`config.mk`:
```
export PLATFORM = sky130hd
export DESIGN_NAME = apb_timer_mch
export DESIGN_NICKNAME = d
export VERILOG_FILES = /design/src/rtl/apb_timer_mch.sv
export SDC_FILE = /design/constraint.sdc
export NUM_CORES = 1
export LEC_CHECK = 0
export BUFFER_PORTS_ARGS = -buffer_cell sky130_fd_sc_hd__buf_4
export CAP_MARGIN = 0
export CORE_ASPECT_RATIO = 0.6
export CORE_MARGIN = 10
export CORE_UTILIZATION = 30
export CTS_CLUSTER_SIZE = 20
export DETAILED_ROUTE_END_ITERATION = 7
export SYNTH_ARGS = -nofsm -noshare
export SYNTH_HDL_FRONTEND = slang
export SYNTH_SLANG_ARGS = --single-unit
```
`constraint.sdc`:
```
create_clock -name PCLK -period 11.48 [get_ports PCLK]
set_input_delay 0.574 -clock PCLK [delete_from_list [all_inputs] [get_ports PCLK]]
set_output_delay 0.574 -clock PCLK [all_outputs]
set_load 0.03 [all_outputs]
```
`src/rtl/apb_timer_mch.sv`:
```
// Multi-channel APB timer: NUM_CH prescaled up-counters with auto-reload, one-shot and W1C status.
// Latency: zero-wait-state APB (PREADY = PSEL & PENABLE); irq is registered, one cycle after a flag change.
// Backpressure: none; every access completes in its access phase, counters run regardless of bus traffic.
module apb_timer_mch #(
  parameter int NUM_CH = 4,
  parameter int CNT_W  = 32,
  parameter int PSC_W  = 16
) (
  input  logic        PCLK,
  input  logic        PRESET,
  input  logic [31:0] PADDR,
  input  logic [31:0] PWDATA,
  input  logic        PWRITE,
  input  logic        PENABLE,
  input  logic        PSEL,
  output logic [31:0] PRDATA,
  output logic        PREADY,
  output logic        irq
);

  localparam logic [CNT_W-1:0] CNT_ONE = CNT_W'(1);
  localparam logic [PSC_W-1:0] PSC_ONE = PSC_W'(1);

  // Address decode: only PADDR[8:2] is meaningful
  logic [6:0]  word_addr;
  logic        status_hit;
  logic        ch_space;
  logic [3:0]  ch_idx;
  logic [1:0]  reg_idx;
  logic        wr_acc;
  logic        unused_addr;

  assign word_addr   = PADDR[8:2];
  assign status_hit  = (word_addr == 7'h40);
  assign ch_space    = ~PADDR[8];
  assign ch_idx      = PADDR[7:4];
  assign reg_idx     = PADDR[3:2];
  assign wr_acc      = PSEL & PENABLE & PWRITE;
  assign unused_addr = ^{PADDR[31:9], PADDR[1:0]};

  logic [NUM_CH-1:0] evt;
  logic [NUM_CH-1:0] ie_vec;
  logic [NUM_CH-1:0] w1c;
  logic [NUM_CH-1:0] status_q, status_d;
  logic              irq_q, irq_d;
  logic [31:0]       ch_rd [NUM_CH];
  logic [31:0]       rdata;

  for (genvar g = 0; g < NUM_CH; g++) begin : g_ch
    logic             wr_hit, wr_ctrl, wr_psc, wr_arr;
    logic             en_q, en_d, os_q, os_d, ie_q, ie_d;
    logic [PSC_W-1:0] psc_q, psc_d, pcnt_q, pcnt_d;
    logic [CNT_W-1:0] arr_q, arr_d, cnt_q, cnt_d;
    logic             ev;

    assign wr_hit  = wr_acc & ch_space & (ch_idx == 4'(g));
    assign wr_ctrl = wr_hit & (reg_idx == 2'd0);
    assign wr_psc  = wr_hit & (reg_idx == 2'd1);
    assign wr_arr  = wr_hit & (reg_idx == 2'd2);

    // Prescale/count step, then software writes layered on top (CLR and CTRL write take priority)
    always_comb begin
      en_d   = en_q;
      os_d   = os_q;
      ie_d   = ie_q;
      psc_d  = psc_q;
      arr_d  = arr_q;
      cnt_d  = cnt_q;
      pcnt_d = pcnt_q;
      ev     = 1'b0;
      if (en_q) begin
        if (pcnt_q == psc_q) begin
          pcnt_d = '0;
          // >= so an ARR lowered below CNT wraps on the next tick instead of overrunning
          if (cnt_q >= arr_q) begin
            cnt_d = '0;
            ev    = 1'b1;
            if (os_q) en_d = 1'b0;
          end else begin
            cnt_d = cnt_q + CNT_ONE;
          end
        end else begin
          pcnt_d = pcnt_q + PSC_ONE;
        end
      end
      if (wr_ctrl) begin
        en_d = PWDATA[0];
        os_d = PWDATA[2];
        ie_d = PWDATA[3];
        if (PWDATA[1]) begin
          pcnt_d = '0;
          cnt_d  = '0;
          ev     = 1'b0;
        end
      end
      if (wr_psc) psc_d = PWDATA[PSC_W-1:0];
      if (wr_arr) arr_d = PWDATA[CNT_W-1:0];
    end

    // Channel state registers
    always_ff @(posedge PCLK or posedge PRESET) begin
      if (PRESET) begin
        en_q   <= 1'b0;
        os_q   <= 1'b0;
        ie_q   <= 1'b0;
        psc_q  <= '0;
        arr_q  <= '0;
        cnt_q  <= '0;
        pcnt_q <= '0;
      end else begin
        en_q   <= en_d;
        os_q   <= os_d;
        ie_q   <= ie_d;
        psc_q  <= psc_d;
        arr_q  <= arr_d;
        cnt_q  <= cnt_d;
        pcnt_q <= pcnt_d;
      end
    end

    assign evt[g]    = ev;
    assign ie_vec[g] = ie_q;
    assign ch_rd[g]  = (reg_idx == 2'd0) ? {28'd0, ie_q, os_q, 1'b0, en_q} :
                       (reg_idx == 2'd1) ? 32'(psc_q) :
                       (reg_idx == 2'd2) ? 32'(arr_q) : 32'(cnt_q);
  end

  assign w1c = (wr_acc & status_hit) ? PWDATA[NUM_CH-1:0] : '0;

  // Status next state: a hardware event beats a same-cycle W1C; irq follows registered flags
  always_comb begin
    status_d = (status_q & ~w1c) | evt;
    irq_d    = |(status_q & ie_vec);
  end

  // Shared status flags and interrupt line
  always_ff @(posedge PCLK or posedge PRESET) begin
    if (PRESET) begin
      status_q <= '0;
      irq_q    <= 1'b0;
    end else begin
      status_q <= status_d;
      irq_q    <= irq_d;
    end
  end

  // Read mux: combinational from the address during a read, zero otherwise or when unmapped
  always_comb begin
    rdata = '0;
    if (PSEL & ~PWRITE) begin
      if (status_hit) begin
        rdata = 32'(status_q);
      end else if (ch_space) begin
        for (int i = 0; i < NUM_CH; i++) begin
          if (ch_idx == 4'(i)) rdata = ch_rd[i];
        end
      end
    end
  end

  assign PRDATA = rdata;
  assign PREADY = PSEL & PENABLE & ~PRESET;
  assign irq    = irq_q;

endmodule
```
==> out/summary.txt, run 1 <==
post-synth design cell area = 24,000 um2
non-filler cells, final = 3,703
Critical Path Start Type = input pin
area enclosed by the die boundary = 92,100 um2
GRT Residual Overflow = 0
worst hold path startpoint = PWDATA[24]
buffers from clock root to sink, at most = 3
number of placement rows = 80
post-synthesis to final-layout area growth = 12.7%
uppermost signal routing layer after detailed routing = met4
Post-DRT Antenna Nets = 0
fin nets = 2,812
multi-input logic area = 12,900 um2
number of synthesized register bits = 401
Core Area = 79,400 um2
R2R Path Start = g_ch[3].cnt_q[0]$_DFF_PP0_
Clock Skew = 0.0334 ns
cell type with the largest total area after synthesis = dfrtp_1
mean area per synthesized cell = 9.28 um2
clock latency on the worst-skew pair = 0.58 ns
IO Pins = 103
total negative slack for setup checks = 0 ns
number of vias after detailed routing = 19.4k
first element of the critical path = PADDR[2]
outcome = complete, no violations
gp weighted congestion = 0.926
H-tree levels = 2
Slew headroom = 6.50%
async set-or-reset flop fraction in the synthesized netlist = 100%
global-route wire length before repair = 117,000 um
top cell type's share of synthesized area = 41.8%
unique cell type count in the Yosys netlist = 60
number of failing setup endpoints in the final timing report = 0
cts-stage hold buffer count = 0
met1 wire length = 38,500 um
Arr. time, crit path = 4.50 ns
final hold vios = 0
routed wire length on met2 = 29,600 um
Buffers on Ports = 77
register area = 10,000 um2
Cell Count Post-Placement = 3,629
pin slew with the least headroom to its limit = 1.39 ns
TritonCTS clock tree = done
power per cell area = 151 nW/um2
CTS sink count = 401
number of clock buffers inserted by TritonCTS = 42
antenna violations before repair = 6
detail-routed via count per cell = 5.23
# resized after CTS = 0
type of the tightest min-delay check = in2reg
register clock-pin slew on the reported worst setup and hold paths = 0.07 ns
root buf cell = clkbuf_16
starting utilization of the core area = 30.2%
total iterations of the first detailed-routing run = 5
Post-synth EDFFs = 0
number of cells produced by synthesis = 2,585
antenna diode instance count = 0
leakage = 12.0 nW
peak supply drop = 113 uV
proportion of synthesized chip area in sequential cells = 41.8%
synth top area cells = dfrtp_1 42%, ha_1 7.1%, xnor2_1 5.9%
Max-cap violations = 0
number of DRC violations after detailed-routing iteration 0 = 2,225
final HPWL from detailed placement = 57,400 um
vertical die dimension = 239 um
via count of the first global-routing pass = 17.8k
critical setup path kind = in2out
routed wire length per instance = 21.0 um
max-slew violations = 0
post-layout util = 34.1%
Max Fanout on Critical Path = 81
Overall Global Routing Usage = 16.5%
clock period minus final worst setup slack = 5.07 ns
die extent in x = 385 um
Critical Path RT = 10.91 ns
net count after synthesis = 2,790
final worst path period share = 44.2%
synthesis warning total = 0
final wirelength = 77,700 um
kind of end point of the critical path = primary output
Top FF cell, synth = dfrtp_1
number of remaining DRC errors = 0
Fmax achieved = 197 MHz
total length of routed met3 wires = 8360 um
largest net degree at the start of global routing = 129
# Post-CTS Setup Buffers = 0
fraction of layout instances using a drive strength above 1 = 11.6%
unrepaired setup endpoints after global routing = false
Fill cells = 8,095
-- through the flow --
stage / hold slack (ns) / area (um2) / power [mW] / worst slack [ns]
2_1_floorplan: 0.468 / 24000 / 2.40 / 3.17
6_report: 0.232 / 27000 / 4.09 / 6.41
4_1_cts: 0.207 / 27000 / 4.10 / 6.63
5_1_grt: 0.226 / 27000 / 4.30 / 6.37
3_5_place_dp: 0.518 / 25700 / 2.68 / 6.64
3_3_place_gp: 0.514 / 25700 / 2.67 / 6.61
-- final timing paths --
check	slack (ns)	cells past startpoint	to
min reg2reg	0.54	1	g_ch[0].os_q$_DFFE_PP0P_
min	0.23	3	g_ch[0].arr_q[24]$_DFFE_PP0P_
max reg2reg	8.17	10	g_ch[3].cnt_q[27]$_DFF_PP0_
max	6.41	9	PRDATA[5]
max in group asynchronous	8.91	5	g_ch[2].pcnt_q[9]$_DFF_PP0_
min in group asynchronous	0.37	3	g_ch[1].pcnt_q[10]$_DFF_PP0_
-- cell usage in the layout (no fill, tap or decap), types with 24 or more instances in the layout --
cell type / netlist / routed
nor3_1: 75 / 74
nand4_1: 84 / 84
clkbuf_16: 0 / 43
dfrtp_1: 401 / 401
inv_1: 157 / 156
a21oi_1: 95 / 94
o21ai_0: 198 / 196
mux4_2: 36 / 36
ha_1: 136 / 136
xor2_1: 70 / 70
buf_4: 0 / 99
mux2i_1: 63 / 63
nor4_1: 24 / 24
mux2_2: 85 / 85
nand2_1: 314 / 314
nor2_1: 269 / 265
xnor2_1: 161 / 161
nand3_1: 59 / 59
and3_1: 36 / 36
-- cell usage after synthesis, drive strengths merged, types with 2 or more instances --
master   instances
dfrtp          401
a22oi            3
a22o             3
a211oi          17
mux2i           63
o21a             2
buf             24
or4              4
mux2            85
nor3            75
a31oi           10
nor4            27
a221o            8
o22ai           11
xor2            70
a21boi           2
nor2           269
nand2b          10
nand4b           2
o41ai            2
nand3           59
or3             14
a21o            10
clkbuf          99
nand2          315
and2            17
inv            157
a21oi           95
and4             9
o21ai          199
mux4            36
nand4           84
o2111ai          3
xnor2          162
ha             136
o31ai            4
a211o           11
o211ai          10
a221oi          16
or2              5
nor2b           11
and3            36
-- metal layers --
layer	up-vias	GRT usage (%)
li1	9036	-
met1	9485	26.6
met2	763	21.3
met3	84	4.48
met4	0	2.81
met5	-	0
-- area by class of cell --
cell class / count / share of cell area, %
clock inverter: 11 / 0.403
clock buffer: 63 / 4.66
inverter: 157 / 2.19
multi-input combinational: 1904 / 47.8
sequential: 401 / 37.1
tap: 1066 / 4.93
timing repair buffer: 101 / 2.86
-- flip-flops by register name (all words and copies together), names as in the netlist, 4 cells and up --
name	cells
g_ch.arr_q	128
g_ch.cnt_q	128
g_ch.en_q	4
g_ch.ie_q	4
g_ch.os_q	4
g_ch.pcnt_q	64
g_ch.psc_q	64
status_q	4
-- critical path: stages --
cell	delay, ns
buf_6	0.62
buf_4	0.69
nand2b_1	0.19
buf_4	0.36
nand2_1	0.10
a31oi_1	0.38
nor2_1	0.08
nor4_1	1.13
buf_4	0.33
-- logic make-up after synthesis --
family | Yosys count | share of synthesized area [%]
fa+ha+maj | 136 | 7.09
flops | 401 | 41.8
simple gates | 939 | 18.0
xor+xnor | 232 | 8.50
compound gates | 413 | 10.1
buf+inv | 280 | 4.50
mux | 184 | 10.0
-- report_power, final --
part	switching (mW)	total (mW)	internal (mW)	leakage [nW]
registers	0.241	1.81	1.57	4.60
logic	0.515	0.873	0.357	6.73
clock network	0.605	1.41	0.802	0.684
total	1.36	4.09	2.73	12.0
Note: power is estimated with default switching activity, not from simulation.
==> run 2: changes to the inputs <==
==> constraint.sdc (replaced) <==
create_clock -name PCLK -period 4.8 [get_ports PCLK]
set_input_delay 0.24 -clock PCLK [delete_from_list [all_inputs] [get_ports PCLK]]
set_output_delay 0.24 -clock PCLK [all_outputs]
set_load 0.03 [all_outputs]
==> run 2 against run 1 <==
Die area unchanged. Power increased by 150%. Global-route usage about the same. Sequential cell count unchanged. Critical path depth decreased by 2. Register-to-register slack got worse by 6.5 ns. First-iteration DRC count decreased by 2.7%. Combinational power increased by 140%. Final area increased by 1.2%. Worst hold slack got worse by 0.20 ns. Setup slack got worse by 5.2 ns. Sequential power increased by 140%. Critical path type unchanged. Largest cell class unchanged.
==> out/summary.txt, run 2 (synthesis results as in run 1) <==
register clock-pin slew on the reported worst setup and hold paths = 0.06 ns (was 0.07 ns)
Design Power = 10.0 mW (was 4.09 mW)
post-synthesis to final-layout area growth = 14.1% (was 12.7%)
clock latency on the worst-skew pair = 0.58 ns (about the same)
most frequent cells in the layout = 401 x dfrtp_1, 314 x nand2_1, 265 x nor2_1 (unchanged)
cell count of the worst reg-to-reg path = 10 (unchanged)
Overall Global Routing Usage = 16.5% (about the same)
Max Fanout on Critical Path = 37 (was 81)
# Post-CTS Setup Buffers = 0 (unchanged)
type of the tightest min-delay check = in2reg (unchanged)
root buf cell = clkbuf_16 (unchanged)
last element of the critical path = PRDATA[12] (was PRDATA[5])
clock period minus final worst setup slack = 3.62 ns
Core Area = 79,400 um2 (unchanged)
number of vias after detailed routing = 19.2k (was 19.4k)
most common cell after layout, fill and taps aside = dfrtp_1 (unchanged)
critical-path cell list = buf_4 > nor2b_1 > nand2_1 > a31oi_1 > nor2_1 > nor4_1 > buf_4 (was buf_6 > buf_4 > nand2b_1 > buf_4 > nand2_1 > a31oi_1 > nor2_1 > nor4_1 > buf_4)
kind of end point of the critical path = primary output (unchanged)
Buffers on Ports = 77 (unchanged)
slowest CP cell = nor4_1 (unchanged)
leakage = 12.2 nW (was 12.0 nW)
post-layout util = 34.5% (was 34.1%)
final wirelength = 77,700 um (about the same)
die extent in x = 385 um (unchanged)
detail-routed via count per cell = 5.15 (was 5.23)
total iterations of the first detailed-routing run = 5 (unchanged)
final worst path period share = 75.5%
buffers from clock root to sink, at most = 3 (unchanged)
area enclosed by the die boundary = 92,100 um2 (unchanged)
worst setup timing slack at the placement stage = 1.55 ns (was 6.64 ns)
final HPWL from detailed placement = 57,500 um (was 57,400 um)
number of remaining DRC errors = 0 (unchanged)
slowest cell delay on critical path = 0.94 ns (was 1.13 ns)
R2R Path Start = g_ch[3].cnt_q[0]$_DFF_PP0_ (unchanged)
setup slack of the critical path after layout = 1.18 ns (was 6.41 ns)
top flop regs = g_ch.arr_q x128, g_ch.cnt_q x128 (unchanged)
largest net degree at the start of global routing = 166 (was 129)
worst hold path startpoint = PWDATA[17] (was PWDATA[24])
Slew headroom = 19.9% (was 6.50%)
total negative slack for setup checks = 0 ns (unchanged)
critical setup path kind = in2out (unchanged)
global-route wire length before repair = 117,000 um (about the same)
depth of the worst hold-timing path = 3 (unchanged)
Critical Path Start Type = input pin (unchanged)
Critical Path RT = 4.56 ns (was 10.91 ns)
number of clock buffers inserted by TritonCTS = 41 (was 42)
final hold vios = 0 (unchanged)
starting utilization of the core area = 30.2% (unchanged)
max-slew violations = 0 (unchanged)
gp weighted congestion = 0.942 (was 0.926)
TritonCTS clock tree = done (unchanged)
pin slew with the least headroom to its limit = 1.19 ns (was 1.39 ns)
first element of the critical path = PADDR[3] (was PADDR[2])
number of failing setup endpoints in the final timing report = 0 (unchanged)
internal reg-to-reg setup slack = 1.71 ns (was 8.17 ns)
Post-DRT Antenna Nets = 0 (unchanged)
most numerous cell on the critical path = buf_4 (unchanged)
capture instance of the worst register-to-register path = g_ch[3].cnt_q[31]$_DFF_PP0_ (was g_ch[3].cnt_q[27]$_DFF_PP0_)
fraction of layout instances using a drive strength above 1 = 12.0% (was 11.6%)
number of DRC violations after detailed-routing iteration 0 = 2,166 (was 2,225)
IO Pins = 103 (unchanged)
antenna violations before repair = 6 (unchanged)
power per cell area = 367 nW/um2 (was 151 nW/um2)
peak supply drop = 253 uV (was 113 uV)
CTS sink count = 401 (unchanged)
unrepaired setup endpoints after global routing = false (unchanged)
GRT Residual Overflow = 0 (unchanged)
# resized after CTS = 0 (unchanged)
Fmax achieved = 276 MHz
vertical die dimension = 239 um (unchanged)
Max-cap violations = 0 (unchanged)
outcome = complete, no violations (unchanged)
via count of the first global-routing pass = 17.9k (was 17.8k)
Arr. time, crit path = 3.38 ns (was 4.50 ns)
number of placement rows = 80 (unchanged)
routed wire length per instance = 20.8 um (was 21.0 um)
fin nets = 2,833 (was 2,812)
H-tree levels = 2 (unchanged)
Clock Skew = 0.0266 ns (was 0.0334 ns)
==> run 2: cell types whose count changed in the layout (fill, tap and decap cells not counted), sizes merged, moves of 3 or more <==
cell / change
dlygate4sd3: +16
clkbuf: -6
buf: +6
diode: +3
bufinv: +5
==> run 2: stage by stage <==
step	std cells	instance area, um2	hold WS [ns]
global route	3728	27400	0.0236
floorplan	2585	24000	0.357
detailed placement	3635	25700	0.441
finish	3729	27400	0.0363
CTS	3726	27400	0.00806
global placement	3635	25700	0.450
==> run 2: area by class of cell <==
class	instances	area, um2
tap	1066	1330
timing repair buffer	123	992
antenna	3	7.51
fill	8058	52000
clock inverter	18	279
multi-input combinational	1904	12900
clock buffer	57	1200
inverter	157	593
sequential	401	10000
==> run 2: power by group <==
part | switching (mW) | internal [mW] | total, mW
Sequential | 0.569 | 3.75 | 4.32
Clock | 1.47 | 2.12 | 3.59
Combinational | 1.25 | 0.872 | 2.12
==> run 2: critical path: cells and delay by family <==
kind,cells,cell delay (ns)
AO/OA/AOI/OAI,1,0.53
buffers and inverters,2,0.76
AND/OR/NAND/NOR,4,1.83
==> run 2: worst min-delay path by stage <==
stage | end | slack [ns]
floorplan | g_ch[0].arr_q[10]$_DFFE_PP0P_ | 0.36
global placement | g_ch[1].cnt_q[20]$_DFF_PP0_ | 0.45
detailed placement | g_ch[1].cnt_q[20]$_DFF_PP0_ | 0.44
CTS | g_ch[2].arr_q[17]$_DFFE_PP0P_ | 0.008
global route | g_ch[1].arr_q[7]$_DFFE_PP0P_ | 0.02
finish | g_ch[2].arr_q[17]$_DFFE_PP0P_ | 0.04
==> run 2: timing repair <==
action,CTS,global route
endpoints found under the setup margin,0,0
endpoints found under the hold margin,141,0
hold buffers,16,0
==> run 2: metal layers <==
| metal | share of wire, % | vias up | global-route usage [%] |
|---|---|---|---|
| met2 | 38 | 723 | 21.1 |
| met4 | 1.4 | 0 | 2.73 |
| met3 | 12 | 80 | 6.66 |
| met1 | 49 | 9326 | 25.3 |
| met5 | 0 | - | 0 |
| li1 | - | 9070 | - |
